## src/rtl/cache_ctrl.sv

```systemverilog
// rtl/cache_ctrl.sv - direct-mapped, write-through, no-write-allocate cache sequencer for a 32-line x 4-word array.
// Optional hit/miss counters are built when CACHE_STATS_EN is defined.
module cache_ctrl #(
    parameter int ADDR_WIDTH  = 32,
    parameter int INDEX_WIDTH = 5,
    parameter int TAG_WIDTH   = ADDR_WIDTH - INDEX_WIDTH - 4
) (
    input  logic                   clk,
    input  logic                   reset_n,
    input  logic                   cpu_req,
    input  logic                   cpu_we,
    input  logic [ADDR_WIDTH-1:0]  cpu_addr,
    input  logic [31:0]            cpu_wdata,
    output logic                   cpu_ready,
    input  logic                   cache_flush,
    output logic                   cache_read,
    output logic                   cache_update,
    output logic                   cache_refill,
    output logic [INDEX_WIDTH+1:0] cache_index_offset,
    output logic                   mem_req,
    output logic                   mem_we,
    output logic [ADDR_WIDTH-1:0]  mem_addr,
    output logic [31:0]            mem_wdata,
    input  logic                   mem_ack
`ifdef CACHE_STATS_EN
    ,
    output logic [31:0]            stat_hits,
    output logic [31:0]            stat_misses
`endif
);

    localparam int LINES = 1 << INDEX_WIDTH;

    typedef enum logic [1:0] {
        IDLE    = 2'd0,
        RD_MISS = 2'd1,
        WR_THRU = 2'd2
    } state_t;

    state_t                 r_state;
    state_t                 w_next;
    logic [LINES-1:0]       r_valid;
    logic [TAG_WIDTH-1:0]   r_tag [LINES];
    logic                   r_replay;

    logic [INDEX_WIDTH-1:0] w_index;
    logic [TAG_WIDTH-1:0]   w_tag;
    logic                   w_hit;
    logic                   w_flush;
    logic                   w_fill;
    logic                   w_unused_addr;

    assign w_index            = cpu_addr[INDEX_WIDTH+3:4];
    assign w_tag              = cpu_addr[ADDR_WIDTH-1:INDEX_WIDTH+4];
    assign w_hit              = r_valid[w_index] && (r_tag[w_index] == w_tag);
    assign cache_index_offset = cpu_addr[INDEX_WIDTH+3:2];
    assign mem_wdata          = cpu_wdata;
    assign w_unused_addr      = ^cpu_addr[1:0];

    always_ff @(posedge clk or negedge reset_n) begin
        if (!reset_n) begin
            r_state  <= IDLE;
            r_valid  <= '0;
            r_replay <= 1'b0;
        end else begin
            r_state  <= w_next;
            r_replay <= w_fill;
            if (w_flush) begin
                r_valid <= '0;
            end else if (w_fill) begin
                r_valid[w_index] <= 1'b1;
            end
        end
    end

    // Tag contents are meaningless while the valid bit is clear, so they need no reset.
    always_ff @(posedge clk) begin
        if (w_fill) begin
            r_tag[w_index] <= w_tag;
        end
    end

    always_comb begin
        w_next       = r_state;
        cpu_ready    = 1'b0;
        cache_read   = 1'b0;
        cache_update = 1'b0;
        cache_refill = 1'b0;
        mem_req      = 1'b0;
        mem_we       = 1'b0;
        mem_addr     = '0;
        w_flush      = 1'b0;
        w_fill       = 1'b0;
        case (r_state)
            IDLE: begin
                if (cache_flush) begin
                    w_flush = 1'b1;
                end else if (cpu_req) begin
                    if (cpu_we) begin
                        w_next = WR_THRU;
                    end else if (w_hit) begin
                        cache_read = 1'b1;
                        cpu_ready  = 1'b1;
                    end else begin
                        w_next = RD_MISS;
                    end
                end
            end
            RD_MISS: begin
                mem_req  = 1'b1;
                mem_addr = {cpu_addr[ADDR_WIDTH-1:4], 4'b0000};
                if (mem_ack) begin
                    cache_refill = 1'b1;
                    w_fill       = 1'b1;
                    w_next       = IDLE;
                end
            end
            WR_THRU: begin
                mem_req  = 1'b1;
                mem_we   = 1'b1;
                mem_addr = {cpu_addr[ADDR_WIDTH-1:2], 2'b00};
                if (mem_ack) begin
                    cpu_ready    = 1'b1;
                    cache_update = w_hit;
                    w_next       = IDLE;
                end
            end
            default: begin
                w_next = IDLE;
            end
        endcase
    end

`ifdef CACHE_STATS_EN
    logic w_count_hit;
    logic w_count_miss;

    // The load that completes right after a refill is a replay of a counted miss.
    assign w_count_hit  = cache_read && !r_replay;
    assign w_count_miss = (r_state == IDLE) && (w_next == RD_MISS);

    always_ff @(posedge clk or negedge reset_n) begin
        if (!reset_n) begin
            stat_hits   <= '0;
            stat_misses <= '0;
        end else begin
            if (w_count_hit && (stat_hits != 32'hFFFF_FFFF)) begin
                stat_hits <= stat_hits + 32'd1;
            end
            if (w_count_miss && (stat_misses != 32'hFFFF_FFFF)) begin
                stat_misses <= stat_misses + 32'd1;
            end
        end
    end
`endif

endmodule

```

## config.mk

```make
export PLATFORM = sky130hd
export DESIGN_NAME = cache_ctrl
export DESIGN_NICKNAME = d
export VERILOG_FILES = /design/src/rtl/cache_ctrl.sv
export SDC_FILE = /design/constraint.sdc
export NUM_CORES = 1
export LEC_CHECK = 0
export ABC_AREA = 1
export CORE_MARGIN = 5
export CORE_UTILIZATION = 60
export CTS_CLUSTER_DIAMETER = 150
export CTS_CLUSTER_SIZE = 20
export DETAILED_ROUTE_END_ITERATION = 6
export PLACE_DENSITY_LB_ADDON = 0.08
export SETUP_SLACK_MARGIN = 0.1
export SYNTH_ARGS = -nofsm -noshare
export SYNTH_HDL_FRONTEND = slang
export SYNTH_SLANG_ARGS = --single-unit
export TNS_END_PERCENT = 10
```

## constraint.sdc

```tcl
create_clock -name clk -period 7.6 [get_ports clk]
set_input_delay 1.52 -clock clk [delete_from_list [all_inputs] [get_ports clk]]
set_output_delay 1.52 -clock clk [all_outputs]
set_load 0.01 [all_outputs]
```

==> impl_metrics.env <==
export IMPL_status="complete, no violations"
export IMPL_crit_start="cpu_addr[8]"
export IMPL_yosys_area_share_simple_pct=24.57
export IMPL_cp_slowest_stage_delay_ns=0.81
export IMPL_cts_max_path_buffers=3
export IMPL_area_growth_synth_to_final_pct=8.541
export IMPL_route_vias_total=21609
export IMPL_ant_nets=0
export IMPL_end_kind="output port"
export IMPL_hold_path_class="reg -> reg"
export IMPL_drt_first_pass_iters=6
export IMPL_cts_tree="done"
export IMPL_rsz0062_at_grt="false"
export IMPL_core_area_sq_mm=0.05371
export IMPL_synth_area_mux_share_pct=0
export IMPL_cp_endpoint="cpu_ready"
export IMPL_final_cell_mix="1699 x nand2_1, 736 x edfxtp_1, 156 x nor2_1"
export IMPL_drc=0
export IMPL_grt_pass1_wl_um=127200
export IMPL_critPathMaxFanout=25
export IMPL_worstReg2RegStart="r_state[1]"
export IMPL_cts_resized=0
export IMPL_yosys_warnings=0
export IMPL_skew_ns=0.01878
export IMPL_cts_sinks=770
export IMPL_fp_row_count=85
export IMPL_tightest_slew_ns=1.256
export IMPL_synth_xor_area_share_pct=0
export IMPL_hold_ws_ns=0.4980
export IMPL_initial_core_util_pct=60.36
export IMPL_dieArea_sq_mm=0.05878
export IMPL_post_route_min_period_ns=6.701
export IMPL_postSynthCellCount=3107
export IMPL_crit_path_frequent_cell="nand2_1"
export IMPL_htree_num_levels=2
export IMPL_hpwlAfterDp_um=45710
export IMPL_antenna_found_initial=1
export IMPL_via_per_inst=5.639
export IMPL_cts_buffers=44
export IMPL_hold_violations=0
export IMPL_cap_viol_max_count=0
export IMPL_synth_top_family_by_area="simple AND/OR/NAND/NOR gates"
export IMPL_fin_crit_sh_pct=88.16
export IMPL_track_usage_pct=28.78
export IMPL_cts_setup_buffers=0
export IMPL_path_clk_slew_ns=0.08
export IMPL_crit_slowest_cell="clkdlybuf4s50_1"
export IMPL_design_area_sq_mm=0.03519
export IMPL_synth_yosys_seq_area_share_pct=70.80
export IMPL_crit_chain="clkdlybuf4s50_1 -> inv_4 -> nor3_4 -> buf_4 -> nand2_1 -> nand2_1 -> nor2_1 -> nand3_1 -> nand2_1 -> nor2_1 -> nand2_1 -> nor2_2 -> nand4_2 -> o21ai_1 -> clkdlybuf4s50_1"
export IMPL_drive_gt1_share_pct=5.486
export IMPL_slew_headroom_pct=16.09
export IMPL_cts_hold_buffers=0
export IMPL_required_ns=6.08
export IMPL_pin_count=147
export IMPL_synth_area_sq_mm=0.03242
export IMPL_first_global_vias=20873
export IMPL_ys_types=25
export IMPL_slew_viol_final=0
export IMPL_syn_avg_cell_area_sq_um=10.43
export IMPL_totalWireLength_um=85710
export IMPL_tns_ns=0
export IMPL_place_congestion=0.8076
export IMPL_fp_dieW_um=242.4
export IMPL_power_density_mw_per_mm2=223.4
export IMPL_ir_drop_v=0.0001607
export IMPL_fillers=4070
export IMPL_startpoint_type="primary input"
export IMPL_ys_ff_latch=770
export IMPL_grt_max_degree=194
export IMPL_insertion_delay_ns=0.61
export IMPL_placed_cell_area_sq_mm=0.03400
export IMPL_setup_viol=0
export IMPL_die_h_um=242.4
export IMPL_synth_compound_area_share_pct=0.7642
export IMPL_reg2reg_depth=6
export IMPL_grt_overflow_total=0
export IMPL_wire_per_inst_um=22.37
export IMPL_drt_iter0_drc=2058
export IMPL_power_leakage_nw=14.05
export IMPL_nets=3197
export IMPL_arrival_ns=5.18
export IMPL_placement_io_buffers=78
export IMPL_cts_root_buf="clkbuf_16"
export IMPL_regToRegSetupSlack_ns=4.56
export IMPL_final_common_cell="nand2_1"
export IMPL_max_freq_mhz=149.2
export IMPL_placed_cells=3774
export IMPL_fin_cells=3832
export IMPL_synthAdderAreaFrac_pct=0.1158
export IMPL_crit_type="in -> out"
export IMPL_worst_r2r_endpoint="r_tag[2][21]"
per-layer routing:
layer | track usage [%] | wire length [um]
met5 | 0 | 0
met1 | 37.11 | 32590
met4 | 11.78 | 3844
met3 | 5.505 | 7630
met2 | 48.61 | 41640
synth_stat cells:
| cell type | number | area, sq um |
|---|---|---|
| nor3_4 | 7 | 113.9 |
| clkbuf_1 | 52 | 195.2 |
| conb_1 | 1 | 3.750 |
| a22oi_1 | 1 | 7.510 |
| o21ai_1 | 11 | 55.05 |
| inv_2 | 3 | 11.26 |
| inv_4 | 2 | 12.51 |
| buf_1 | 19 | 71.32 |
| dfrtp_1 | 34 | 850.8 |
| buf_2 | 54 | 270.3 |
| nand4_2 | 1 | 12.51 |
| o21ai_0 | 24 | 120.1 |
| nand4_1 | 14 | 87.58 |
| nor3_2 | 1 | 10.01 |
| ha_1 | 3 | 37.54 |
| edfxtp_1 | 736 | 22100 |
| nor2_2 | 4 | 25.02 |
| inv_1 | 62 | 232.7 |
| a21oi_1 | 13 | 65.06 |
| nand3b_1 | 1 | 7.510 |
| buf_4 | 44 | 330.3 |
| nor2_1 | 189 | 709.4 |
| nand2_1 | 1699 | 6377 |
| buf_6 | 8 | 90.09 |
| nand3_1 | 124 | 620.6 |
where the power goes:
part | switching (mW) | internal, mW
Sequential | 0.00993 | 4.67
Combinational | 0.535 | 0.247
Clock | 1.32 | 1.08
Total | 1.86 | 6.00
registers in the layout, summed over array words and instances, names as in the netlist:
register	cells
r_state	2
r_valid	32
r_tag	736
per-stage QoR:
stage	util, %	power (mW)	setup slack [ns]
floorplan	-	5.200	2.857
global placement	63.30	5.542	0.9503
detailed placement	63.30	5.558	0.9075
CTS	65.51	7.886	0.9119
global route	65.52	8.126	0.7157
finish	65.52	7.861	0.8995
how the worst min path moves through the flow:
stage                     cells past startpoint     endpoint        start  slack (ns)
after floorplan                               2  r_valid[19]  r_valid[19]        0.46
after global placement                        2  r_valid[19]  r_valid[19]        0.47
after detailed placement                      2  r_valid[11]  r_valid[11]        0.48
after CTS                                     2  r_valid[15]  r_valid[15]        0.50
after global routing                          2  r_valid[28]  r_valid[28]        0.52
final                                         2  r_valid[28]  r_valid[28]        0.50
final cells by class:
type | instances | area (sq um) | area share [%]
repair buffers | 147 | 1380 | 3.922
well taps | 696 | 870.8 | 2.475
flip-flops and latches | 770 | 22950 | 65.23
clock inverters | 3 | 28.78 | 0.08178
multi-input cells | 2094 | 8527 | 24.23
clock buffers | 54 | 1160 | 3.296
inverters | 67 | 266.5 | 0.7574
diodes | 1 | 2.502 | 0.007112
critical path, delay by kind of cell:
family / cells / cell delay [ns]
simple gates: 10 / 1.51
buf+inv: 4 / 2.00
compound gates: 1 / 0.15
logic make-up (layout without fill, tap and decap cells):
| group | Yosys count | after routing |
|---|---|---|
| adder cells (fa/ha/maj) | 3 | 3 |
| other | 1 | 3 |
| buffers and inverters | 244 | 271 |
| flip-flops | 770 | 770 |
| AO/OA/AOI/OAI | 49 | 49 |
| AND/OR/NAND/NOR | 2040 | 2040 |
No activity file was read; power rests on OpenSTA's default activity.
